**config.mk**
```make
export PLATFORM = sky130hd
export DESIGN_NAME = digdug_vram_arb
export DESIGN_NICKNAME = d
export VERILOG_FILES = /design/src/rtl/digdug_vram_arb.sv
export SDC_FILE = /design/constraint.sdc
export NUM_CORES = 1
export LEC_CHECK = 0
export BUFFER_PORTS_ARGS = -buffer_cell sky130_fd_sc_hd__clkbuf_2
export CELL_PAD_IN_SITES_DETAIL_PLACEMENT = 1
export CELL_PAD_IN_SITES_GLOBAL_PLACEMENT = 1
export CORE_MARGIN = 4
export CORE_UTILIZATION = 31
export CTS_BUF_LIST = sky130_fd_sc_hd__clkbuf_16
export CTS_CLUSTER_SIZE = 12
export DETAILED_ROUTE_END_ITERATION = 10
export GPL_TIMING_DRIVEN = 0
export HOLD_SLACK_MARGIN = 0.12
export PLACE_DENSITY = 0.95
export RECOVER_POWER = 100
export SETUP_SLACK_MARGIN = 0.05
export SYNTH_ARGS = -nofsm -noshare
export SYNTH_HDL_FRONTEND = slang
export SYNTH_SLANG_ARGS = --single-unit
```
**constraint.sdc**
```tcl
create_clock -name CLK48M -period 3.05 [get_ports CLK48M]
set_input_delay 0 -clock CLK48M [delete_from_list [all_inputs] [get_ports CLK48M]]
set_output_delay 0 -clock CLK48M [all_outputs]
set_load 0.02 [all_outputs]
```
**src/rtl/digdug_vram_arb.sv**
```systemverilog
// digdug_vram_arb: 8-slot arbiter sharing one synchronous VRAM between the video scan and the CPU.
// Slots 0-1 belong to video; the CPU may start one access in any of slots 2-7.
module digdug_vram_arb (
  input  logic       CLK48M,
  input  logic       RESET,
  input  logic [9:0] VAD,
  output logic [7:0] VDT,
  output logic       VSTB,
  input  logic       CREQ,
  input  logic       CWE,
  input  logic [9:0] CAD,
  input  logic [7:0] CWD,
  output logic [7:0] CRD,
  output logic       CACK,
  output logic [9:0] RAM_AD,
  output logic       RAM_WE,
  output logic [7:0] RAM_WD,
  input  logic [7:0] RAM_DT,
  output logic [2:0] SLOT
);
  typedef enum logic [1:0] {IDLE, RDAT, ACK, HOLD} state_t;
  state_t state;
  logic acc;
  assign acc = state == IDLE && CREQ && SLOT >= 3'd2;
  assign RAM_AD = acc ? CAD : VAD;
  assign RAM_WE = acc && CWE;
  assign RAM_WD = acc ? CWD : 8'h00;
  // Video fetch: address in slot 0, data arrives in slot 1 and is latched at its end.
  always_ff @(posedge CLK48M or posedge RESET)
    if (RESET) begin
      SLOT <= 3'd0;
      VDT <= 8'h00;
      VSTB <= 1'b0;
    end else begin
      SLOT <= SLOT + 3'd1;
      VSTB <= SLOT == 3'd1;
      if (SLOT == 3'd1) VDT <= RAM_DT;
    end
  // HOLD waits for CREQ to drop so a level request yields a single access.
  always_ff @(posedge CLK48M or posedge RESET)
    if (RESET) begin
      state <= IDLE;
      CRD <= 8'h00;
      CACK <= 1'b0;
    end else begin
      CACK <= (acc && CWE) || state == RDAT;
      if (state == RDAT) CRD <= RAM_DT;
      state <= acc ? (CWE ? ACK : RDAT) :
               state == RDAT ? ACK :
               state == ACK ? HOLD :
               (state == HOLD && !CREQ) ? IDLE : state;
    end
endmodule
```
# After elaboration in Yosys (flattened, before gate mapping)
# Cells that the tools add are included.
# Widths: inputs -> output; s select.
# word_totals
regBits	23
input_bits	40
out_inout_bits	40
elab_cells	27
# classes
addsub	1
order_cmp	1
n_eq_ne	4
muxes	7
reduce_logical	8
# ops
cell	n
$mux 10	1
$mux 2	5
$mux 8	1
$eq 2x2->1 const B	2
$logic_and 1x1->1	4
$reduce_bool 4->1	1
$add 3x1->3 const B	1
$eq 3x1->1 const B	1
$ge 3x2->1 const B	1
$eq 2x1->1 const B	1
$logic_not 2->1	1
$logic_not 1->1	1
$logic_or 1x1->1	1

# Logic depth before layout (Yosys ltp)
# logic_depth
word_depth	6
ltp_mapped	6
depth_no_buf	5

# Worst setup path before layout
# Ideal clock, no wire load.
# synth_path
kind	reg2reg
start	reg SLOT[0]
end	reg state[0]
setup_ps	124
t_arrival_ps	1571
t_required_ps	2926
path_slack_ps	1356
stages_incl_launch_ff	6
n_path_buf	1
synth_period_minus_slack_ps	1694
path_cell_list	dfrtp_1 -> inv_1 -> ha_1 -> o311a_1 -> clkbuf_2 -> o31a_1
# synth_between
elab_chain_len	3
word_cells_on_any_way	4
cone_classes	1 x order compare; 1 x mux; 2 x reduce/logical
# synth_lines
element	line	text
start, declared	19	output logic [2:0] SLOT
start signal, assigned	35	SLOT <= SLOT + 3'd1;
$ge 3x2->1 *	24	assign acc = state == IDLE && CREQ && SLOT >= 3'd2;
$logic_and 1x1->1 *	24	
$reduce_bool 4->1 (no line) / $mux 2 (equally long branches)	-	
end signal, assigned	48	state <= acc ? (CWE ? ACK : RDAT) :
end, declared	22	state_t state;
# Mark *: on every way between the ends. The rest lies on a longest branch, timed or not.
# A chain may end at the register's enable or synchronous reset.

# Final worst setup path
# layout_path
start	reg SLOT[0]
end	out RAM_AD[5]
# layout_between
elab_chain_len	3
# layout_lines
element	line	text
$ge 3x2->1	24	
$logic_and 1x1->1	24	
$mux 10	25	assign RAM_AD = acc ? CAD : VAD;
end, declared	15	output logic [9:0] RAM_AD,
# Every way passes these cells.

==> results.env <==
STATUS='complete, no violations'
FINCLKSKEW_NS=0.00317
CP.ARRIVAL_NS=2.34
POST_ROUTE_SETUP_TNS_NS=0
SYNTHESIS.INSTANCES=108
FINALSETUPVIOLCOUNT=0
CTS-BUFFERS-INSERTED=3
FINISH.NET_COUNT=249
FIRST_ITER_VIOLATIONS=4
DETAILROUTE.VIA_COUNT=1098
DRTPASS1ITERATIONS=2
START_UTIL_PCT=33.2
CTS_MAX_PATH_BUFFERS=2
DIEAREA_UM2=4720
YS_SEQ_ELEMENTS=23
POST_CTS_BUFFERS=0
YOSYS_WARNINGS=0
FIN_TOTAL_PWR_W=0.00108
FINAL_MIN_PERIOD_OVER_CLOCK_PERIOD_PCT=76.8
CRIT_FANOUT=10
NUMBER_OF_DISTINCT_LIBRARY_CELLS_AFTER_SYNTHESIS=19
WORST_SETUP_HOLD_PATH_CLK_SLEW_NS=0.06
VIA_COUNT_OF_THE_FIRST_GLOBAL_ROUTING_PASS=1148
MOST_REPEATED_LIBRARY_CELL_ON_THE_CRITICAL_PATH='nand2_1'
GR-TOTAL-OVERFLOW=0
WORST_PATH_MAX_DELAY_CELL='o311ai_1'
NUM_ROWS=21
YOSYSSEQAREASHARE_PCT=50.3
CLOCK_TREE.ROOT_CELL='clkbuf_16'
FINAL_CORE_UTIL_PCT=50.1
TIMING.CRITICAL_PATH.FROM_TYPE='flop'
VDD_DROP_MAX_V=0.000298
FLOW.AREA_GROWTH_FROM_SYNTHESIS_PCT=50.7
POWER.STATIC_LEAKAGE_nW=0.912
SYN_NETS=155
GRT_FIRST_PASS_WIRELENGTH_MM=5.02
ROUTE.DETAILED.DRC=0
CTS_HTREE_LEVELS=1
DETAIL_ROUTE.VIAS_PER_CELL=4.45
RSZ0062_AT_GRT='no'
NUMPORTBUFFERS=79
TIMING_WORST_SLEW_PIN_VALUE_NS=1.07
REPORT.FINAL.SLEW_VIOL_COUNT=0
DETAILED_PLACE.AREA_UM2=1600
SETUP.WORST_PATH.CLASS='flop to primary output'
REQUIRED_NS=3.05
POWER.DENSITY_nW_PER_UM2=625
ROUTEDWLPERCELL_UM=13.6
WORSTHOLDPATHTYPE='input pin to flop'
TRITONCTS_NUM_SINKS=23
SYNTHESIS.AREA_PER_INSTANCE_UM2=10.6
GRT_ANTENNA_BEFORE_REPAIR=0
ANTENNA_CELLS_INSERTED=0
FIN_CRIT_NS=2.34
DETAIL-ROUTE-ANTENNA-NETS=0
CELL_CHAIN_OF_THE_CRITICAL_PATH='inv_1, ha_1, o311ai_1, nand2_1, nand2_1, clkbuf_1'
CRIT_BUF_INV=2
FLOORPLAN_CORE_AREA_UM2=3440
PLACE_CONGESTION=0.626
PIN_COUNT=80
DIE-WIDTH_UM=68.7
SYN_AREA_UM2=1140
TIMING.FMAX_MHz=427
FIN_AREA_UM2=1720
POST_DP_HPWL_MM=2.63
FINAL_LAYOUT_SIZE_SUFFIX_GT1_SHARE_PCT=31.8
WORST_PATH_DOMINANT_CELL_FAMILY='compound AO/OA/AOI/OAI gates'
MAX-SLEW-MARGIN-REL_PCT=27.3
DIEHEIGHT_UM=68.7
MAX_CAP_VIOLATIONS=0
WORST_PATH_LARGEST_CELL_DELAY_NS=0.92
LAYOUT_COMMON_CELLS='45 x clkbuf_2, 38 x clkbuf_1, 31 x nand2_1'
MOSTFREQUENTLAYOUTCELL='clkbuf_2'
CTS_TREE='built'
CLKLATENCYLATEPIN_NS=0.25
PIN_COUNT_OF_THE_BIGGEST_NET_ENTERING_GLOBAL_ROUTING=24
TIMING.FINAL.HOLD_VIOLATIONS=0
WIRELENGTH_MM=3.35
TOTAL_ROUTING_USAGE_GR_PCT=14.1
WORST_SETUP_PATH_END_KIND='primary output'
-- per-stage QoR --
step | hold WS [ns] | cells | worst slack [ns]
floorplan | 0.00192 | 108 | 1.36
global placement | 0.191 | 233 | 1.33
detailed placement | 0.200 | 233 | 1.32
CTS | 0.254 | 247 | 1.04
global route | 0.293 | 247 | 0.504
finish | 0.229 | 247 | 0.708
-- worst min-delay path, stage by stage --
cell and delay (ns):
clkbuf_2 0.10, o311a_1 0.13, nand2_1 0.14, nand2b_1 0.07
-- area by class of cell --
cell class | instances | area [um2]
timing repair buffer | 89 | 453
inverter | 8 | 30.0
sequential | 23 | 576
tap | 46 | 57.6
clock buffer | 3 | 75.1
clock inverter | 1 | 3.75
buffer | 4 | 15.0
multi-input combinational | 73 | 513
fill | 417 | 1720
-- where the power goes --
part / internal (W) / leakage (nW) / switching (W)
clock: 0.000175 / 0.0423 / 0.000102
sequential: 0.000383 / 0.276 / 0.0000468
combinational: 0.000158 / 0.594 / 0.000213
total: 0.000715 / 0.912 / 0.000361
-- cells by family after synthesis --
logic type / Yosys count / synth area share [%]
AOI/OAI and AO/OA: 6 / 4.60
DFF: 23 / 50.3
muxes: 16 / 15.8
xor gates and xnor gates: 1 / 0.766
buffers and inverters: 12 / 4.16
adders and majority gates: 7 / 7.66
and+or+nand+nor: 43 / 16.7
-- final timing paths --
path / endpoint / depth (start not counted) / slack, ns / from
setup / recovery: RAM_AD[5] / 6 / 0.71 / SLOT[0]$_DFF_PP0_
hold / removal: CACK$_DFF_PP0_ / 4 / 0.23 / CREQ
setup reg to reg: state[0]$_DFFE_PP0P_ / 5 / 1.34 / SLOT[0]$_DFF_PP0_
hold reg to reg: CRD[2]$_DFFE_PP0P_ / 1 / 0.51 / CRD[2]$_DFFE_PP0P_
max in group asynchronous: SLOT[2]$_DFF_PP0_ / 3 / 2.08 / RESET
min in group asynchronous: VDT[7]$_DFFE_PP0P_ / 3 / 0.45 / RESET
-- routing by layer --
metal,routed length [um],global-route usage [%],up-vias,part of all wire [%]
met5,0,0,-,0
li1,-,-,530,-
met2,1550,27.3,74,46
met4,31,4.38,0,0.92
met3,643,5.67,3,19
met1,1130,13.4,491,34
-- state kept, by name, indices dropped and copies added, names as in the netlist --
register / count
CRD: 8
VDT: 8
SLOT: 3
state: 2
CACK: 1
VSTB: 1
-- synth_stat cells --
cell / number / share of area, %
nand2_1: 31 / 10
dfrtp_1: 23 / 50
mux2_2: 16 / 16
and2_1: 8 / 4.4
inv_1: 8 / 2.6
ha_1: 7 / 7.7
clkbuf_1: 2 / 0.66
nand2b_1: 2 / 1.1
a21boi_0: 1 / 0.66
a21oi_1: 1 / 0.44
and3_1: 1 / 0.55
buf_2: 1 / 0.44
clkbuf_2: 1 / 0.44
nor2b_1: 1 / 0.55
o21ai_0: 1 / 0.44
o311a_1: 1 / 0.88
o311ai_2: 1 / 1.4
o31a_1: 1 / 0.77
xor2_1: 1 / 0.77
-- what timing repair did --
item | 4_1_cts | 5_1_grt
hold buffers | 10 | 0
endpoints found under the hold margin | 42 | 0
resized for setup | 0 | 0
Power figures use the tool's default switching activity.
